[src/rtl/div_pkg.sv]
// div_pkg: shared types and helpers for the divider_w iterative divider.
//   div_state_t   : FSM state encoding (IDLE, PREP, CALC, FIXUP)
//   iter_count()  : number of CALC iterations for a given width/mode
//   quot_in_range(): signed quotient range check for an N-bit result
package div_pkg;

  typedef enum logic [1:0] {
    IDLE  = 2'd0,
    PREP  = 2'd1,
    CALC  = 2'd2,
    FIXUP = 2'd3
  } div_state_t;

  // Wide mode produces WIDTH quotient bits, narrow mode WIDTH/2.
  function automatic int unsigned iter_count(input int unsigned width,
                                             input int unsigned bpc,
                                             input logic        wide);
    return (wide ? width : width / 2) / bpc;
  endfunction

  // A positive quotient may reach 2^(n-1)-1; a negative one may reach 2^(n-1)
  // in magnitude.  mag is the unsigned quotient magnitude, zero-extended.
  function automatic logic quot_in_range(input int unsigned n,
                                         input logic        neg,
                                         input logic [63:0] mag);
    logic [63:0] lim;
    lim = 64'd1 << (n - 1);
    if (!neg) lim = lim - 64'd1;
    return mag <= lim;
  endfunction

endpackage

[src/rtl/divider_w_if.sv]
// divider_w_if: operand/result bundle between the microcode sequencer and
// the divider.
//   start, wide, is_signed, num[2W], denom[W] : request side (master drives)
//   busy, done, valid, dbz, ovf, quot[W], rem[W] : status/result (slave drives)
interface divider_w_if #(
  parameter int WIDTH = 16
);
  logic                   start;
  logic                   wide;
  logic                   is_signed;
  logic [2*WIDTH-1:0]     num;
  logic [WIDTH-1:0]       denom;
  logic                   busy;
  logic                   done;
  logic                   valid;
  logic                   dbz;
  logic                   ovf;
  logic [WIDTH-1:0]       quot;
  logic [WIDTH-1:0]       rem;

  modport master (
    output start, wide, is_signed, num, denom,
    input  busy, done, valid, dbz, ovf, quot, rem
  );

  modport slave (
    input  start, wide, is_signed, num, denom,
    output busy, done, valid, dbz, ovf, quot, rem
  );
endinterface

[src/rtl/div_step.sv]
// div_step: combinational BITS_PER_CYCLE restoring shift-subtract steps over
// the {remainder, dividend} register pair.  Quotient bits shift in at the
// LSB of the dividend register as dividend bits shift out of its MSB.
//   rem_in/low_in  : current partial remainder / dividend-quotient register
//   den            : divisor magnitude
//   rem_out/low_out: values after BITS_PER_CYCLE steps
module div_step #(
  parameter int WIDTH          = 16,
  parameter int BITS_PER_CYCLE = 1
) (
  input  logic [WIDTH-1:0] rem_in,
  input  logic [WIDTH-1:0] low_in,
  input  logic [WIDTH-1:0] den,
  output logic [WIDTH-1:0] rem_out,
  output logic [WIDTH-1:0] low_out
);

  logic [WIDTH:0] trial;

  always_comb begin
    rem_out = rem_in;
    low_out = low_in;
    trial   = '0;
    for (int i = 0; i < BITS_PER_CYCLE; i++) begin
      // Partial remainder stays below den, so one extra bit holds the shift.
      trial = {rem_out, low_out[WIDTH-1]};
      if (trial >= {1'b0, den}) begin
        trial   = trial - {1'b0, den};
        rem_out = trial[WIDTH-1:0];
        low_out = {low_out[WIDTH-2:0], 1'b1};
      end else begin
        rem_out = trial[WIDTH-1:0];
        low_out = {low_out[WIDTH-2:0], 1'b0};
      end
    end
  end

endmodule

[src/rtl/divider_w.sv]
// divider_w: iterative signed/unsigned integer divider, 2W/W (wide) or
// W/(W/2) (narrow), BITS_PER_CYCLE quotient bits per enabled clock.
// Detects divide-by-zero and quotient overflow.
//   clk, reset (async, active-high), ce (clock enable)
//   bus : divider_w_if.slave (start/wide/is_signed/num/denom in;
//         busy/done/valid/dbz/ovf/quot/rem out)
// Build option: define DIV_EARLY_OUT_EN to skip CALC when the dividend
// magnitude is already below the divisor magnitude (same results, lower
// latency).
//
// state | meaning
// IDLE  | waiting for start; result outputs held
// PREP  | divide-by-zero / overflow screening, counter load
// CALC  | shift-subtract iterations
// FIXUP | sign correction, signed range check, publish result
module divider_w
  import div_pkg::*;
#(
  parameter int WIDTH          = 16,
  parameter int BITS_PER_CYCLE = 1
) (
  input  logic        clk,
  input  logic        reset,
  input  logic        ce,
  divider_w_if.slave  bus
);

  localparam int          HW          = WIDTH / 2;
  localparam int unsigned ITER_WIDE   = iter_count(WIDTH, BITS_PER_CYCLE, 1'b1);
  localparam int unsigned ITER_NARROW = iter_count(WIDTH, BITS_PER_CYCLE, 1'b0);
  localparam int          CNT_W       = $clog2(ITER_WIDE + 1);

  div_state_t state_q, state_d;

  logic [CNT_W-1:0] cnt_q;
  logic [CNT_W-1:0] cnt_nxt;
  logic [WIDTH-1:0] rem_q, low_q, den_q;
  logic             wide_q, sgn_q, num_neg_q, den_neg_q;
  logic             done_q, valid_q, dbz_q, ovf_q;
  logic [WIDTH-1:0] quot_q, rem_res_q;

  // Operand magnitudes taken straight from the request
  logic               num_neg, den_neg;
  logic [2*WIDTH-1:0] num_mag_w;
  logic [WIDTH-1:0]   num_mag_n;
  logic [WIDTH-1:0]   den_mag;

  always_comb begin
    num_neg   = bus.wide ? bus.num[2*WIDTH-1] : bus.num[WIDTH-1];
    den_neg   = bus.wide ? bus.denom[WIDTH-1] : bus.denom[HW-1];
    num_mag_w = (bus.is_signed && num_neg) ? -bus.num : bus.num;
    num_mag_n = (bus.is_signed && num_neg) ? -bus.num[WIDTH-1:0] : bus.num[WIDTH-1:0];
    if (bus.wide)
      den_mag = (bus.is_signed && den_neg) ? -bus.denom : bus.denom;
    else
      den_mag = {{HW{1'b0}},
                 (bus.is_signed && den_neg) ? -bus.denom[HW-1:0] : bus.denom[HW-1:0]};
  end

  // PREP screening.  rem_q holds the upper half of the dividend magnitude,
  // so the overflow test is a single compare in both modes.
  logic den_zero, prep_ovf;
  assign den_zero = (den_q == '0);
  assign prep_ovf = (rem_q >= den_q);

`ifdef DIV_EARLY_OUT_EN
  logic [WIDTH-1:0] dividend_low;
  logic             early_lt;
  assign dividend_low = wide_q ? low_q : {{HW{1'b0}}, low_q[WIDTH-1:HW]};
  assign early_lt     = (rem_q == '0) && (dividend_low < den_q);
`endif

  // Iteration datapath
  logic [WIDTH-1:0] step_rem, step_low;

  div_step #(
    .WIDTH          (WIDTH),
    .BITS_PER_CYCLE (BITS_PER_CYCLE)
  ) u_step (
    .rem_in  (rem_q),
    .low_in  (low_q),
    .den     (den_q),
    .rem_out (step_rem),
    .low_out (step_low)
  );

  assign cnt_nxt = cnt_q - CNT_W'(1);

  // Sign fixup and range check
  logic             neg_quot, neg_rem, range_ok;
  logic [WIDTH-1:0] res_mask, quot_fix, rem_fix;

  assign neg_quot = sgn_q & (num_neg_q ^ den_neg_q);
  assign neg_rem  = sgn_q & num_neg_q;
  assign res_mask = wide_q ? {WIDTH{1'b1}} : {{HW{1'b0}}, {HW{1'b1}}};
  assign quot_fix = (neg_quot ? -low_q : low_q) & res_mask;
  assign rem_fix  = (neg_rem  ? -rem_q : rem_q) & res_mask;
  assign range_ok = !sgn_q ||
                    quot_in_range(wide_q ? 32'(WIDTH) : 32'(HW), neg_quot, 64'(low_q));

  // FSM
  always_ff @(posedge clk or posedge reset) begin
    if (reset) state_q <= IDLE;
    else       state_q <= state_d;
  end

  always_comb begin
    state_d = state_q;
    if (ce) begin
      case (state_q)
        IDLE:  if (bus.start) state_d = PREP;
        PREP: begin
          if (den_zero || prep_ovf) state_d = IDLE;
`ifdef DIV_EARLY_OUT_EN
          else if (early_lt)        state_d = FIXUP;
`endif
          else                      state_d = CALC;
        end
        CALC:  if (cnt_nxt == '0) state_d = FIXUP;
        FIXUP: state_d = IDLE;
        default: state_d = IDLE;
      endcase
    end
  end

  // Datapath and result registers
  always_ff @(posedge clk or posedge reset) begin
    if (reset) begin
      cnt_q     <= '0;
      rem_q     <= '0;
      low_q     <= '0;
      den_q     <= '0;
      wide_q    <= 1'b0;
      sgn_q     <= 1'b0;
      num_neg_q <= 1'b0;
      den_neg_q <= 1'b0;
      done_q    <= 1'b0;
      valid_q   <= 1'b0;
      dbz_q     <= 1'b0;
      ovf_q     <= 1'b0;
      quot_q    <= '0;
      rem_res_q <= '0;
    end else if (ce) begin
      case (state_q)
        IDLE: begin
          if (bus.start) begin
            wide_q    <= bus.wide;
            sgn_q     <= bus.is_signed;
            num_neg_q <= num_neg;
            den_neg_q <= den_neg;
            den_q     <= den_mag;
            if (bus.wide) begin
              rem_q <= num_mag_w[2*WIDTH-1:WIDTH];
              low_q <= num_mag_w[WIDTH-1:0];
            end else begin
              // Narrow dividend sits in the top half of low_q so the same
              // MSB-first stepping applies; quotient bits fill the bottom.
              rem_q <= {{HW{1'b0}}, num_mag_n[WIDTH-1:HW]};
              low_q <= {num_mag_n[HW-1:0], {HW{1'b0}}};
            end
            done_q    <= 1'b0;
            valid_q   <= 1'b0;
            dbz_q     <= 1'b0;
            ovf_q     <= 1'b0;
            quot_q    <= '0;
            rem_res_q <= '0;
          end
        end
        PREP: begin
          if (den_zero) begin
            dbz_q  <= 1'b1;
            done_q <= 1'b1;
          end else if (prep_ovf) begin
            ovf_q  <= 1'b1;
            done_q <= 1'b1;
          end
`ifdef DIV_EARLY_OUT_EN
          else if (early_lt) begin
            rem_q <= dividend_low;
            low_q <= '0;
          end
`endif
          else begin
            cnt_q <= wide_q ? CNT_W'(ITER_WIDE) : CNT_W'(ITER_NARROW);
          end
        end
        CALC: begin
          rem_q <= step_rem;
          low_q <= step_low;
          cnt_q <= cnt_nxt;
        end
        FIXUP: begin
          done_q <= 1'b1;
          if (range_ok) begin
            valid_q   <= 1'b1;
            quot_q    <= quot_fix;
            rem_res_q <= rem_fix;
          end else begin
            ovf_q <= 1'b1;
          end
        end
        default: ;
      endcase
    end
  end

  assign bus.busy  = (state_q != IDLE);
  assign bus.done  = done_q;
  assign bus.valid = valid_q;
  assign bus.dbz   = dbz_q;
  assign bus.ovf   = ovf_q;
  assign bus.quot  = quot_q;
  assign bus.rem   = rem_res_q;

endmodule

[src/flat_wrapper.sv]
// flat-port wrapper written by rule: the top's interface ports become plain ports
module divider_w_flat import div_pkg::*;
#(
  parameter int WIDTH          = 16,
  parameter int BITS_PER_CYCLE = 1
)
  (clk, reset, ce, bus_start, bus_wide, bus_is_signed, bus_num, bus_denom, bus_busy, bus_done, bus_valid, bus_dbz, bus_ovf, bus_quot, bus_rem);
  divider_w_if #(.WIDTH(WIDTH)) bus_i ();
  input  logic clk;
  input  logic reset;
  input  logic ce;
  input wire logic [$bits(bus_i.start)-1:0] bus_start;
  input wire logic [$bits(bus_i.wide)-1:0] bus_wide;
  input wire logic [$bits(bus_i.is_signed)-1:0] bus_is_signed;
  input wire logic [$bits(bus_i.num)-1:0] bus_num;
  input wire logic [$bits(bus_i.denom)-1:0] bus_denom;
  output wire logic [$bits(bus_i.busy)-1:0] bus_busy;
  output wire logic [$bits(bus_i.done)-1:0] bus_done;
  output wire logic [$bits(bus_i.valid)-1:0] bus_valid;
  output wire logic [$bits(bus_i.dbz)-1:0] bus_dbz;
  output wire logic [$bits(bus_i.ovf)-1:0] bus_ovf;
  output wire logic [$bits(bus_i.quot)-1:0] bus_quot;
  output wire logic [$bits(bus_i.rem)-1:0] bus_rem;
  assign bus_i.start = bus_start;
  assign bus_i.wide = bus_wide;
  assign bus_i.is_signed = bus_is_signed;
  assign bus_i.num = bus_num;
  assign bus_i.denom = bus_denom;
  assign bus_busy = bus_i.busy;
  assign bus_done = bus_i.done;
  assign bus_valid = bus_i.valid;
  assign bus_dbz = bus_i.dbz;
  assign bus_ovf = bus_i.ovf;
  assign bus_quot = bus_i.quot;
  assign bus_rem = bus_i.rem;
  divider_w #(.WIDTH(WIDTH), .BITS_PER_CYCLE(BITS_PER_CYCLE)) u_core (.clk(clk), .reset(reset), .ce(ce), .bus(bus_i));
endmodule
[config.mk]
export PLATFORM = sky130hd
export DESIGN_NAME = divider_w_flat
export DESIGN_NICKNAME = d
export VERILOG_FILES = /design/src/rtl/div_pkg.sv /design/src/rtl/divider_w_if.sv /design/src/rtl/div_step.sv /design/src/rtl/divider_w.sv /design/src/flat_wrapper.sv
export SDC_FILE = /design/constraint.sdc
export NUM_CORES = 1
export LEC_CHECK = 0
export CAP_MARGIN = 20
export CORE_MARGIN = 4
export CORE_UTILIZATION = 55
export CTS_CLUSTER_SIZE = 30
export DETAILED_ROUTE_END_ITERATION = 16
export DONT_BUFFER_PORTS = 1
export PLACE_DENSITY_LB_ADDON = 0.12
export SLEW_MARGIN = 40
export SYNTH_ARGS = -nofsm -noshare
export SYNTH_HDL_FRONTEND = slang
export SYNTH_HIERARCHICAL = 1
export SYNTH_SLANG_ARGS = --single-unit
export TNS_END_PERCENT = 50
[constraint.sdc]
create_clock -name clk -period 4.9 [get_ports clk]
set_input_delay 0.98 -clock clk [delete_from_list [all_inputs] [get_ports clk]]
set_output_delay 0.98 -clock clk [all_outputs]
set_load 0.1 [all_outputs]
==> results of run 1 <==
[sequential cells by signal, indices dropped and copies added, names as in the netlist, named ones only]
signal            count
u_core/bus.done       1
u_core/cnt_q          5
u_core/bus.valid      1
u_core/bus.quot      16
u_core/low_q         16
u_core/den_q         16
u_core/sgn_q          1
u_core/state_q        1
u_core/den_neg_q      1
u_core/bus.dbz        1
u_core/bus.rem       16
u_core/rem_q         16
u_core/wide_q         1
u_core/num_neg_q      1
u_core/bus.ovf        1
[through the flow]
stage	total power, mW	area, um^2	hold WS [ps]
2_1_floorplan	5.067	7930	475.2
3_3_place_gp	5.740	7929	494.9
3_5_place_dp	5.886	7944	510.3
4_1_cts	6.585	8233	529.2
5_1_grt	7.097	8260	566.9
6_report	6.649	8260	534.3
[metal layers]
metal	vias to the layer above	track usage, %	part of all wire (%)
li1	3285	-	-
met1	3303	38.53	46
met2	276	41.77	44
met3	35	6.625	8.5
met4	2	7.366	1.9
met5	-	0	0.058
[critical path, cell delays in order (launching register included)]
cell       delay (ps)
dfrtp_1           420
xor2_1            250
and2_1            550
inv_1             190
ha_1              220
inv_1             180
ha_1              300
a211oi_1          340
o2111ai_1         180
a311oi_1          300
o211a_1           250
o221ai_4          110
buf_4             310
mux2i_1           190
[worst max-delay path by stage]
stage               cells past startpoint  slack (ps)                  to
floorplan                               1        1440           async pin
global placement                       13        1300   u_core/bus.rem[2]
detailed placement                     13        1040  u_core/bus.rem[14]
CTS                                    13        1000  u_core/bus.rem[10]
global route                           13         620   u_core/bus.rem[0]
finish                                 13         940  u_core/bus.rem[10]
[area by class of cell]
type                    count  area (um^2)  area share, %
multi-input cells         725         4982          60.32
well taps                 180        225.2          2.726
repair buffers             11        82.58         0.9997
flip-flops and latches     95         2417          29.26
clock buffers               9        225.2          2.726
clock inverters             7        63.81         0.7725
inverters                  69        264.0          3.196
[cells by family (layout without fill, tap and decap cells)]
kind of cell    after synthesis  in the layout
buf+inv                     123             96
compound gates              236            236
flops                        95             95
fa+ha+maj                    50             50
xor+xnor                     85             85
mux                          55             55
simple gates                299            299
[report_power, final]
group	internal (mW)	leakage, nW	switching (mW)
sequential	1.10	1.18	1.16
combinational	1.57	2.39	2.13
clock	0.356	0.136	0.330
[synthesized netlist by cell type, drive strengths merged, types with 11 or more instances]
cell	number
dfrtp	95
or3	22
nand2	126
a21oi	48
inv	69
xnor2	47
nor3	16
mux2	14
o31ai	17
xor2	38
mux2i	41
ha	49
nor2	60
nand3	23
o21ai	79
o41ai	11
buf	26
clkbuf	28
==> results.py, run 1 <==
metrics = {
    "yosys": {
        "synth_top_family_by_area": "compound AO/OA/AOI/OAI gates",
        "synth_cells": 943,
        "seq_area_frac_synth_pct": 29.98,
        "postSynthAreaPerCell_um2": 8.409,
        "synth_xor_xnor_area_share_pct": 9.388,
        "syn-num-nets": 1047,
        "synth_compound_area_share_pct": 20.04,
        "yosys.area_share.simple_pct": 17.81,
        "ys_types": 72,
        "netlist.area_leader.share_pct": 29.98,
        "synthTopCellsByArea": "dfrtp_1, ha_1, nand2_1",
        "yosys_warnings": 6,
        "synth_flop_cell": "dfrtp_1",
        "synth_edf_count": 0,
        "synth_mux_area_share_pct": 7.542,
        "synth_area_mm2": 0.007930,
        "async_flop_share_pct": 100.0,
        "synth_top_area_cell": "dfrtp_1",
        "synth_seq_cells": 95,
        "synthAdderAreaFrac_pct": 7.984,
    },
    "floorplanning": {
        "die_h_um": 128.1,
        "ios": 91,
        "start_util_pct": 56.69,
        "core.rowCount": 43,
        "die_area_mm2": 0.01640,
        "die_width_um": 128.1,
        "core_region_area_mm2": 0.01399,
    },
    "setup_path": {
        "r2r-end": "u_core/bus.rem[10]",
        "r2r_cells": 13,
        "reg2reg_slack_ps": 940,
        "cp_data_required_time_ps": 5110,
        "setup.worst_path.start": "u_core/num_neg_q",
        "worstSetupPathType": "flop to flop",
        "critPathMaxFanout": 33,
        "rr_startpoint": "u_core/num_neg_q",
        "start_kind": "flop",
        "arrival_ps": 4160,
        "endpoint_kind": "flop",
    },
    "clock_tree": {
        "cts_tree": "built",
        "holdBufCountCts": 0,
        "cts_resized": 0,
        "clock-sinks": 95,
        "clk_pin_slew_ps": 80,
        "cts_buffers": 9,
        "cts_setup_buffers": 0,
        "clk_latency_ps": 350,
        "cts_root_buf": "clkbuf_16",
        "clockBufferDepth": 2,
        "htreeDepth": 3,
    },
    "routing": {
        "wl_um": 22420,
        "via_per_inst": 6.297,
        "wl_per_cell_um": 20.46,
        "num_vias": 6901,
        "first_pass_iters": 5,
        "drc_errors": 0,
        "drt_first_iter_violations": 627,
        "ant_nets": 0,
    },
    "placement": {
        "numPortBuffers": 0,
        "pre_cts_slack_ps": 1040,
        "post-place-cells": 1080,
        "gp_congestion": 0.9441,
        "dp_hpwl_um": 17430,
    },
    "sta": {
        "slew_viol_final": 0,
        "worstMarginPinSlew_ps": 892.3,
        "hold_viol": 0,
        "max_freq_mhz": 252.7,
        "skew_ps": 11.66,
        "setup_viol": 0,
        "fin_setup_tns_ps": 0,
        "fin_crit_sh_pct": 80.75,
        "period_needed_ps": 3957,
        "layout_setup_ws_ps": 943.2,
        "slew_headroom_pct": 40.51,
        "rsz0062_at_grt": "no",
    },
    "global_routing": {
        "grt_pass1_vias": 6647,
        "antenna_found_initial": 1,
        "grt_use_total_pct": 27.23,
        "grt.overflow.total": 0,
        "grt_max_degree": 49,
        "grt_pass1_wl_um": 35420,
    },
    "min_path": {
        "hp-class": "flop to flop",
        "hold_path_depth": 2,
        "worstHoldStart": "u_core/cnt_q[1]",
        "hold_end": "u_core/cnt_q[1]",
    },
    "pwr": {
        "peakVddDrop_uv": 267.4,
        "p_leak_nw": 3.704,
        "powerDensity_mw_per_mm2": 804.9,
    },
    "finish": {
        "final_util_pct": 59.05,
        "antennaDiodeCount": 0,
        "nets": 1015,
        "drive_gt1_share_pct": 10.04,
        "area_growth_pct": 4.165,
        "final_cell_mix": "nand2_1, inv_1, dfrtp_1, nor2_1, ha_1",
        "nFillCells": 1287,
        "final-instance-count-excl-fill": 1096,
        "layout_commonest_cell": "nand2_1",
    },
    "status": {
        "status": "complete, no violations",
    },
    "flow_run": {
        "drv_cap": 0,
    },
}
Power figures use the tool's default switching activity.
==> inputs of run 2 (changes only) <==
Clock period 4.9 ns to 3.65 ns, I/O delays scaled along.
==> results.py, run 2 (synthesized netlist as in run 1, its figures left out) <==
metrics = {
    "pwr": {
        "peakVddDrop_uv": 393.2,
        "powerDensity_mw_per_mm2": 1086,
        "p_leak_nw": 3.765,
        "internal-power_mw": 4.180,
        "fin_total_pwr_mw": 9.082,
        "switchingPower_mw": 4.902,
        "seqPwrFrac_pct": 32.8,
        "p_sw_share_pct": 53.98,
        "power_frac_comb_pct": 56.4,
        "p_clk_share_pct": 10.8,
    },
    "floorplanning": {
        "die_h_um": 128.1,
        "core_region_area_mm2": 0.01399,
        "core.rowCount": 43,
        "die_width_um": 128.1,
        "die_area_mm2": 0.01640,
        "ios": 91,
        "start_util_pct": 56.69,
    },
    "clock_tree": {
        "cts_buffers": 9,
        "clockBufferDepth": 2,
        "cts_resized": 0,
        "holdBufCountCts": 0,
        "cts_tree": "built",
        "cts_root_buf": "clkbuf_16",
        "clk_latency_ps": 360,
        "clock-sinks": 95,
        "cts_setup_buffers": 0,
        "htreeDepth": 3,
        "clk_pin_slew_ps": 70,
    },
    "global_routing": {
        "grt.overflow.total": 0,
        "antenna_found_initial": 0,
        "grt_pass1_vias": 6804,
        "grt_max_degree": 79,
        "grt_use_total_pct": 28.54,
        "grt_pass1_wl_um": 36600,
    },
    "sta": {
        "worst_hold_slack_ps": 355.9,
        "period_needed_ps": 3224,
        "slew_headroom_pct": 40.79,
        "slew_viol_final": 0,
        "rsz0062_at_grt": "no",
        "fin_crit_sh_pct": 88.34,
        "hold_viol": 0,
        "fin_setup_tns_ps": 0,
        "max_freq_mhz": 310.1,
        "skew_ps": 12.81,
        "worstMarginPinSlew_ps": 888.1,
        "setup_viol": 0,
        "layout_setup_ws_ps": 425.6,
    },
    "setup_path": {
        "critPathMaxFanout": 13,
        "rr_startpoint": "u_core/rem_q[3]",
        "cp_cell_sequence": "ha_1 > nand3_1 > o21bai_1 > a311oi_1 > o21ai_1 > o21a_4 > inv_4 > mux2_2 > or3_1 > o21ai_0 > a21oi_1",
        "r2r_cells": 11,
        "max_stage_delay_ps": 470,
        "setup.worst_path.start": "u_core/rem_q[3]",
        "endpoint_kind": "flop",
        "start_kind": "flop",
        "arrival_ps": 3460,
        "worstSetupPathType": "flop to flop",
        "cp_data_required_time_ps": 3880,
        "slowest_stage": "dfrtp_1",
    },
    "routing": {
        "first_pass_iters": 5,
        "ant_nets": 0,
        "wl_um": 23150,
        "drc_errors": 0,
        "drt_first_iter_violations": 588,
        "num_vias": 6972,
        "via_per_inst": 6.310,
        "wl_per_cell_um": 20.95,
    },
    "status": {
        "status": "complete, no violations",
    },
    "finish": {
        "nets": 1024,
        "antennaDiodeCount": 0,
        "final_util_pct": 59.79,
        "final_cell_mix": "nand2_1, inv_1, dfrtp_1, nor2_1, ha_1",
        "area_growth_pct": 5.459,
        "final-instance-count-excl-fill": 1105,
        "layout_commonest_cell": "nand2_1",
        "finalInstanceArea_mm2": 0.008363,
        "drive_gt1_share_pct": 10.92,
        "nFillCells": 1295,
    },
    "placement": {
        "gp_congestion": 0.9367,
        "pre_cts_slack_ps": 487.4,
        "numPortBuffers": 0,
        "dp_hpwl_um": 18170,
        "post-place-cells": 1089,
        "place_area_mm2": 0.008025,
    },
    "min_path": {
        "hp-class": "primary input to async pin",
    },
    "flow_run": {
        "drv_cap": 0,
    },
}
==> run 2: changes by cell type in the layout (fill, tap and decap cells not counted), sizes merged <==
cell / previous run / this run
buf: 11 / 20
bufinv: 0 / 1
clkbuf: 9 / 10
clkinvlp: 2 / 1
inv: 73 / 72
==> run 2: routing by layer <==
metal  routed length (um)  vias to the layer above  GRT usage (%)
met5                    0                        -              0
met4                  623                        0          9.988
met3                 2239                       44          7.375
met2                10010                      320          43.13
met1                10270                     3315          39.73
li1                     -                     3293              -
==> run 2: area by class of cell <==
class	instances	area, um^2	area share [%]
Multi-Input combinational cell	725	4986	59.62
Sequential cell	95	2419	28.92
Inverter	69	266.5	3.187
Clock buffer	10	229.0	2.738
Tap cell	180	225.2	2.693
Timing Repair Buffer	20	162.7	1.945
Clock inverter	6	75.07	0.8977
==> run 2: final timing paths <==
check                                endpoint  slack (ps)
min reg2reg                   u_core/cnt_q[1]         530
max reg2reg                   u_core/rem_q[3]         430
max                           u_core/rem_q[3]         430
min in group clk                 u_core/sgn_q         510
min                        u_core/bus.quot[9]         360
max in group asynchronous    u_core/den_q[11]        2540
==> run 2: worst max-delay path: cells and delay by family (launching register included) <==
family / cells / cell delay (ps)
multiplexers: 1 / 360
AND/OR/NAND/NOR: 2 / 490
AO/OA/AOI/OAI: 6 / 1190
flip-flops: 1 / 470
adder cells (fa/ha/maj): 1 / 410
buffers and inverters: 1 / 180
==> run 2: power by group through the flow <==
stage / clock [mW] / combinational, mW / sequential, mW
detailed placement: 0 / 5.01 / 2.97
global placement: 0 / 4.92 / 2.93
global route: 1.04 / 5.63 / 3.04
finish: 0.983 / 5.12 / 2.98
CTS: 0.994 / 5.05 / 2.94
floorplan: 0 / 4.06 / 2.74
